File: src/rtl/hbridge_pwm_gen.sv
// hbridge_pwm_gen: triangle-carrier PWM for one H-bridge cell with double-buffered
// per-leg compares and a minimum leg pulse width.
`default_nettype none

module hbridge_pwm_gen #(
  parameter int            CW        = 16,
  parameter logic [CW-1:0] PERIOD    = 16'd5000,
  parameter logic [CW-1:0] MIN_PULSE = 16'd600
) (
  input  logic          clk,
  input  logic          rstn,
  input  logic          start,
  input  logic          cmd_valid,
  output logic          cmd_ready,
  input  logic [CW-1:0] cmp_l,
  input  logic [CW-1:0] cmp_r,
  output logic [1:0]    reg_igbt,
  output logic [CW-1:0] carrier,
  output logic          zero_pulse,
  output logic          peak_pulse,
  output logic          cmd_err
);

  typedef enum logic [1:0] {
    S_IDLE = 2'd0,
    S_UP   = 2'd1,
    S_DOWN = 2'd2
  } state_t;

  state_t          state_q, state_d;
  logic [CW-1:0]   cnt_q, cnt_d;
  logic [CW-1:0]   cnt_inc, cnt_dec;

  // Leg index 1 is the left leg, 0 the right leg.
  logic [1:0][CW-1:0] act_q, act_d;
  logic [1:0][CW-1:0] shd_q, shd_d;
  logic [1:0][CW-1:0] hold_q, hold_d;
  logic [1:0][CW-1:0] cmd_clamped;
  logic [1:0]         out_q, out_d;
  logic [1:0]         raw;
  logic               pend_q, pend_d;
  logic               err_q, err_d;
  logic               accept, load;

  assign cnt_inc = cnt_q + CW'(1);
  assign cnt_dec = cnt_q - CW'(1);

  always_ff @(posedge clk or negedge rstn) begin
    if (!rstn) begin
      state_q <= S_IDLE;
      cnt_q   <= '0;
    end else begin
      state_q <= state_d;
      cnt_q   <= cnt_d;
    end
  end

  always_comb begin
    state_d = state_q;
    cnt_d   = cnt_q;
    if (!start) begin
      state_d = S_IDLE;
      cnt_d   = '0;
    end else begin
      unique case (state_q)
        S_IDLE: begin
          state_d = S_UP;
          cnt_d   = '0;
        end
        S_UP: begin
          cnt_d = cnt_inc;
          if (cnt_inc == PERIOD) state_d = S_DOWN;
        end
        S_DOWN: begin
          cnt_d = cnt_dec;
          if (cnt_dec == '0) state_d = S_UP;
        end
        default: begin
          state_d = S_IDLE;
          cnt_d   = '0;
        end
      endcase
    end
  end

  assign carrier    = cnt_q;
  assign zero_pulse = (state_q != S_IDLE) && (cnt_q == '0);
  assign peak_pulse = (state_q != S_IDLE) && (cnt_q == PERIOD);
  assign cmd_ready  = !pend_q;
  assign cmd_err    = err_q;
  assign reg_igbt   = out_q;

  assign cmd_clamped[1] = (cmp_l > PERIOD) ? PERIOD : cmp_l;
  assign cmd_clamped[0] = (cmp_r > PERIOD) ? PERIOD : cmp_r;

  // Accept and load are mutually exclusive because ready is the inverse of pend.
  assign accept = cmd_valid && !pend_q;
  assign load   = pend_q && (zero_pulse || peak_pulse);

  always_comb begin
    act_d  = act_q;
    shd_d  = shd_q;
    pend_d = pend_q;
    err_d  = err_q;
    if (load) begin
      act_d  = shd_q;
      pend_d = 1'b0;
    end else if (accept) begin
      shd_d  = cmd_clamped;
      pend_d = 1'b1;
      if ((cmp_l > PERIOD) || (cmp_r > PERIOD)) err_d = 1'b1;
    end
  end

  for (genvar g = 0; g < 2; g++) begin : g_leg
    logic [CW-1:0] hold_inc;

    assign raw[g]      = (cnt_q < act_q[g]) || (act_q[g] == PERIOD);
    assign hold_inc    = (hold_q[g] == MIN_PULSE) ? MIN_PULSE : hold_q[g] + CW'(1);

    // hold_q counts clocks since the last edge excluding the current one, so a
    // change is allowed once the level will have been held MIN_PULSE clocks.
    always_comb begin
      out_d[g]  = out_q[g];
      hold_d[g] = hold_inc;
      if (!start) begin
        out_d[g]  = 1'b0;
        hold_d[g] = MIN_PULSE;
      end else if ((hold_inc == MIN_PULSE) && (raw[g] != out_q[g])) begin
        out_d[g]  = raw[g];
        hold_d[g] = '0;
      end
    end
  end

  always_ff @(posedge clk or negedge rstn) begin
    if (!rstn) begin
      act_q  <= '0;
      shd_q  <= '0;
      pend_q <= 1'b0;
      err_q  <= 1'b0;
      out_q  <= 2'b00;
      hold_q <= {MIN_PULSE, MIN_PULSE};
    end else begin
      act_q  <= act_d;
      shd_q  <= shd_d;
      pend_q <= pend_d;
      err_q  <= err_d;
      out_q  <= out_d;
      hold_q <= hold_d;
    end
  end

endmodule

`default_nettype wire

File: config.mk
export PLATFORM = sky130hd
export DESIGN_NAME = hbridge_pwm_gen
export DESIGN_NICKNAME = d
export VERILOG_FILES = /design/src/rtl/hbridge_pwm_gen.sv
export SDC_FILE = /design/constraint.sdc
export NUM_CORES = 1
export LEC_CHECK = 0
export CAP_MARGIN = 25
export CORE_UTILIZATION = 35
export DETAILED_ROUTE_END_ITERATION = 6
export GPL_TIMING_DRIVEN = 0
export PLACE_DENSITY = 0.57
export SKIP_CTS_REPAIR_TIMING = 1
export SLEW_MARGIN = 20
export SYNTH_ARGS = -nofsm -noshare
export SYNTH_HDL_FRONTEND = slang
export SYNTH_SLANG_ARGS = --single-unit
File: constraint.sdc
create_clock -name clk -period 2.9 [get_ports clk]
set_input_delay 0.725 -clock clk [delete_from_list [all_inputs] [get_ports clk]]
set_output_delay 0.725 -clock clk [all_outputs]
set_load 0.01 [all_outputs]
==> results.json, run 1 <==
{
  "r2r-start": "carrier[4]$_DFF_PN0_",
  "synth.area.mux_share_pct": 0.737,
  "ant_nets": 0,
  "routed_wl_mm": 19.0,
  "cts.path.max_buffers": 2,
  "num_rows": 51,
  "finalCritPeriodShare_pct": 97.2,
  "finalHoldViolations": 0,
  "finalCriticalPeriod_ns": 2.82,
  "powerDensity_nw_per_um2": 849,
  "fin_area_um2": 8750,
  "htreeDepth": 4,
  "crit_path_max_fanout": 10,
  "max_freq_ghz": 0.355,
  "vias_per_cell": 5.17,
  "power_mw": 7.42,
  "synthCells": 821,
  "slew-limit-headroom_pct": 61.3,
  "chipWidth_um": 145,
  "p_leak_nw": 3.73,
  "synth.area.top_cells": "dfrtp_1, ha_1, nand2_1",
  "grt_overflow": 0,
  "ioPinCount": 58,
  "placed_cells": 1144,
  "synth_fa_ha_area_share_pct": 7.54,
  "grt_pass1_wl_mm": 31.1,
  "grt_max_degree": 69,
  "drc": 0,
  "core_area_um2": 19700,
  "synth-compound-area-share_pct": 14.7,
  "reg2reg_depth": 8,
  "path_clk_slew_ns": 0.06,
  "ir_drop_mv": 0.394,
  "async_reset_ff_share_pct": 100,
  "yosysSeqAreaShare_pct": 41.5,
  "drv_cap": 0,
  "cts_tree": "done",
  "syn_to_final_growth_pct": 22.6,
  "synth-seq-cells": 118,
  "dp_slack_ns": -0.201,
  "setup_viol": 0,
  "whs_ns": 0.251,
  "timing.reg2reg.setup_slack_ns": 0.17,
  "clock-sinks": 118,
  "yosys_warnings": 0,
  "setup_tns_ns": 0,
  "crit_type": "reg -> out",
  "die_area_um2": 21000,
  "detail_route.first_pass.iterations": 5,
  "end_kind": "output pin",
  "place_congestion": 0.869,
  "synth-main-ff-cell": "dfrtp_1",
  "power.net_switching_mw": 2.95,
  "clockPowerShare_pct": 28.8,
  "syn_avg_cell_area_um2": 8.69,
  "syn_nets": 900,
  "r2r_end": "state_q[1]$_DFFE_PN0P_",
  "worstMarginPinSlew_ns": 0.580,
  "synth_top_cell_by_area": "dfrtp_1",
  "dieHeight_um": 145,
  "swShare_pct": 39.8,
  "wl_per_cell_um": 16.2,
  "finalMaxSlewViolations": 0,
  "p_comb_share_pct": 39.8,
  "synth-edff-count": 0,
  "diodes": 0,
  "fin_nets": 977,
  "intPower_mw": 4.47,
  "insertion_delay_ns": 0.43,
  "start_util_pct": 36.2,
  "synth_top_family_by_area": "simple AND/OR/NAND/NOR gates",
  "cp.arrival_ns": 2.09,
  "hold_class": "in -> async",
  "numPortBuffers": 57,
  "seqPwrFrac_pct": 31.4,
  "netlist.area_leader.share_pct": 38.6,
  "grt_util_all_layers_pct": 19.4,
  "synthSimpleGateAreaFrac_pct": 23.8,
  "startpoint_type": "flop",
  "worstPathRequired_ns": 2.17,
  "fin_skew_ns": 0.0119,
  "stdcell_count": 1176,
  "dr_total_vias": 6081,
  "post-route-util_pct": 44.4,
  "antenna_found_initial": 0,
  "cts_root_buf": "clkbuf_16",
  "drive_above_1_share_pct": 8.78,
  "ys_types": 67,
  "synthXorXnorAreaFrac_pct": 6.61,
  "hpwlAfterDp_mm": 13.7,
  "syn_area_um2": 7130,
  "grt_pass1_vias": 5981,
  "worst_slack_ns": 0.0820,
  "placed_cell_area_um2": 8060,
  "outcome": "completed",
  "drt_first_iter_violations": 294,
  "cts_made_buffers": 17
}
[synthesized netlist by cell type, drive strengths merged (18+ instances only)]
master	count
a21oi	23
nor4	19
xnor2	28
ha	43
nor2	62
xor2	25
dfrtp	110
clkbuf	38
nor3	18
nand3	32
inv	47
nand4	25
nand2	118
o21ai	70
[power by group through the flow]
stage	Sequential [mW]	Combinational (mW)	Clock, mW
finish	2.33	2.95	2.14
global route	2.38	3.31	2.26
CTS	2.33	2.90	2.20
detailed placement	2.35	2.88	0
global placement	2.35	2.85	0
floorplan	2.27	2.03	0
[registers in the layout, indices dropped and copies added (netlist names)]
register,cells
pend_q,1
cmd_err,1
state_q,2
reg_igbt,2
shd_q,32
carrier,16
act_q,32
hold_q,32
[placed cells by master (no fill, tap or decap), types with 5 or more instances in the layout]
cell / count
xnor2_1: 27
clkbuf_16: 17
xor2_1: 25
buf_2: 6
clkdlybuf4s50_1: 54
nor4b_1: 5
and3_1: 12
a211oi_1: 5
dfstp_2: 8
nor2b_1: 10
nand2_1: 118
inv_1: 47
nand4_1: 24
a21oi_1: 22
nor3_1: 16
a22oi_1: 15
o21ai_0: 69
clkbuf_1: 32
o31ai_1: 5
nand3_1: 32
nor2_1: 58
nor4_1: 18
a21o_1: 10
inv_6: 5
ha_1: 42
dfrtp_2: 6
and2_1: 7
dfrtp_1: 104
nand2b_1: 6
[how the worst max path moves through the flow]
stage               cells after the start                  from  slack [ns]                endpoint
floorplan                               8  carrier[1]$_DFF_PN0_        0.31  state_q[1]$_DFFE_PN0P_
global placement                        1                  rstn       -3.73   shd_q[25]$_DFFE_PN0P_
detailed placement                      4  carrier[5]$_DFF_PN0_       -0.20              peak_pulse
CTS                                     4  carrier[5]$_DFF_PN0_       -0.67              peak_pulse
global route                           10  carrier[0]$_DFF_PN0_       -0.03   act_q[27]$_DFFE_PN0P_
finish                                  6  carrier[7]$_DFF_PN0_        0.08              zero_pulse
[critical path: stages (launching register included)]
cell and delay (ns):
dfrtp_1 0.46, buf_2 0.25, nor3_4 0.24, and3_1 0.21, nand2_1 0.15, nor2_2 0.18, dlymetal6s2s_1 0.18
[cell families after synthesis]
family / Yosys count
muxes: 5
buffers and inverters: 94
DFF: 118
xor gates and xnor gates: 53
and+or+nand+nor: 343
adders and majority gates: 43
AOI/OAI and AO/OA: 165
[metal layers]
layer  wire length, µm  vias up  share of wire, %  GRT usage, %
li1                  -     3043                 -             -
met1              9040     2889                48          25.0
met2              9040      129                48          32.2
met3               685       20               3.6          3.55
met5                 0        -                 0             0
met4               240        0               1.3          7.59
[area by class of cell]
cell class              count  area [µm²]
plain buffers              43         175
flip-flops and latches    118        2970
fillers                  1957       11000
multi-input cells         609        3870
clock inverters            14         165
clock buffers              18         429
well taps                 265         332
repair buffers             61         627
inverters                  48         180
No activity file was read; power rests on OpenSTA's default activity.
==> run 2, diff against run 1 <==
--- a/config.mk
+++ b/config.mk
@@ -9,7 +9,7 @@
 export CORE_UTILIZATION = 35
 export DETAILED_ROUTE_END_ITERATION = 6
 export GPL_TIMING_DRIVEN = 0
-export PLACE_DENSITY = 0.57
+export PLACE_DENSITY = 0.59
 export SKIP_CTS_REPAIR_TIMING = 1
 export SLEW_MARGIN = 20
 export SYNTH_ARGS = -nofsm -noshare
==> constraint.sdc (replaced) <==
create_clock -name clk -period 2.58 [get_ports clk]
set_input_delay 0.645 -clock clk [delete_from_list [all_inputs] [get_ports clk]]
set_output_delay 0.645 -clock clk [all_outputs]
set_load 0.01 [all_outputs]
==> results.json, run 2 (synthesis gave the netlist of run 1 again) <==
{
  "placed_cell_area_um2": 8070,
  "chipWidth_um": 145,
  "fin_nets": 1005,
  "stdcell_count": 1204,
  "drc": 0,
  "dp_slack_ns": -0.457,
  "power_mw": 8.69,
  "fin_skew_ns": 0.0126,
  "drv_cap": 0,
  "powerDensity_nw_per_um2": 940,
  "drt_first_iter_violations": 405,
  "path_cells": "buf_2 -> nor2_2 -> nand2_1 -> o31ai_1 -> nand4b_1 -> o41ai_4 -> a211oi_2 -> a41o_1",
  "cp.arrival_ns": 2.85,
  "cts_tree": "done",
  "start_util_pct": 36.2,
  "reg2reg_depth": 8,
  "dr_total_vias": 6339,
  "ir_drop_mv": 0.398,
  "crit_type": "reg -> reg",
  "grt_util_all_layers_pct": 19.4,
  "finalMaxSlewViolations": 0,
  "cp_num_buf_inv": 1,
  "worst_slack_ns": 0.0433,
  "mostFrequentLayoutCells": "nand2_1, dfrtp_1, o21ai_0, nor2_1, clkdlybuf4s50_1",
  "diodes": 0,
  "antenna_found_initial": 0,
  "placed_cells": 1144,
  "grt_overflow": 0,
  "grt_pass1_wl_mm": 30.9,
  "hold_class": "in -> async",
  "numPortBuffers": 57,
  "reg.largest.list": "act_q (32), hold_q (32), shd_q (32)",
  "final_common_cell": "nand2_1",
  "dieHeight_um": 145,
  "path_clk_slew_ns": 0.07,
  "worstMarginPinSlew_ns": 0.678,
  "rsz0062_at_grt": "yes",
  "place_congestion": 0.879,
  "cts_root_buf": "clkbuf_16",
  "end_kind": "flop",
  "slew-limit-headroom_pct": 54.8,
  "num_rows": 51,
  "vias_per_cell": 5.26,
  "clock-sinks": 118,
  "setup_viol": 0,
  "finalCriticalPeriod_ns": 2.54,
  "drive_above_1_share_pct": 16.2,
  "worstPathRequired_ns": 2.89,
  "cts_made_buffers": 17,
  "crit_family": "compound AO/OA/AOI/OAI gates",
  "slowest_stage": "dfrtp_2",
  "hpwlAfterDp_mm": 13.7,
  "fillers": 1879,
  "cp.depth": 8,
  "grt_pass1_vias": 5922,
  "p_leak_nw": 3.99,
  "fin_area_um2": 9250,
  "finalHoldViolations": 0,
  "crit_path_max_fanout": 10,
  "insertion_delay_ns": 0.44,
  "routed_wl_mm": 19.6,
  "startpoint_type": "flop",
  "outcome": "completed",
  "slowest_delay_ns": 0.48,
  "syn_to_final_growth_pct": 29.7,
  "core_area_um2": 19700,
  "wl_per_cell_um": 16.2,
  "cts.path.max_buffers": 2,
  "grt_max_degree": 69,
  "finalCritPeriodShare_pct": 98.3,
  "max_freq_ghz": 0.394,
  "ioPinCount": 58,
  "ant_nets": 0,
  "detail_route.first_pass.iterations": 5,
  "htreeDepth": 4,
  "die_area_um2": 21000
}
run 2: power by group:
| part | internal, mW | switching, mW |
|---|---|---|
| Clock | 1.29 | 1.03 |
| Sequential | 2.31 | 0.368 |
| Combinational | 1.54 | 2.15 |
| Total | 5.14 | 3.55 |
run 2: worst paths after layout:
path	startpoint	end	slack, ns
setup reg to reg	carrier[2]$_DFF_PN0_	state_q[1]$_DFFE_PN0P_	0.04
setup / recovery	carrier[2]$_DFF_PN0_	state_q[1]$_DFFE_PN0P_	0.04
min in group clk	shd_q[7]$_DFFE_PN0P_	shd_q[7]$_DFFE_PN0P_	0.47
hold / removal	rstn	hold_q[30]$_DFF_PN0_	0.23
max in group asynchronous	rstn	hold_q[19]$_DFF_PN1_	1.60
hold reg to reg	shd_q[7]$_DFFE_PN0P_	shd_q[7]$_DFFE_PN0P_	0.47
run 2: metrics by stage:
step           utilization, %  hold slack [ns]  setup TNS (ns)
2_1_floorplan               -            0.349               0
3_3_place_gp             40.8            0.456         -468.74
3_5_place_dp             40.9            0.452          -14.02
4_1_cts                  43.8            0.248          -15.88
5_1_grt                  46.9            0.280          -0.196
6_report                 46.9            0.230               0
run 2: routing by layer:
layer | vias to the layer above | global-route usage (%) | part of all wire [%]
met5 | - | 0 | 0
met2 | 172 | 31.2 | 47
li1 | 3098 | - | -
met3 | 38 | 4.24 | 5.0
met1 | 3031 | 25.4 | 45
met4 | 0 | 7.53 | 2.1
run 2: cell type report:
cell class / count / area [µm²] / area share [%]
clock inverters: 15 / 153 / 1.65
multi-input cells: 609 / 4070 / 44.0
repair buffers: 95 / 913 / 9.88
flip-flops and latches: 118 / 2980 / 32.2
well taps: 265 / 332 / 3.58
inverters: 48 / 183 / 1.98
plain buffers: 37 / 193 / 2.08
clock buffers: 17 / 425 / 4.60
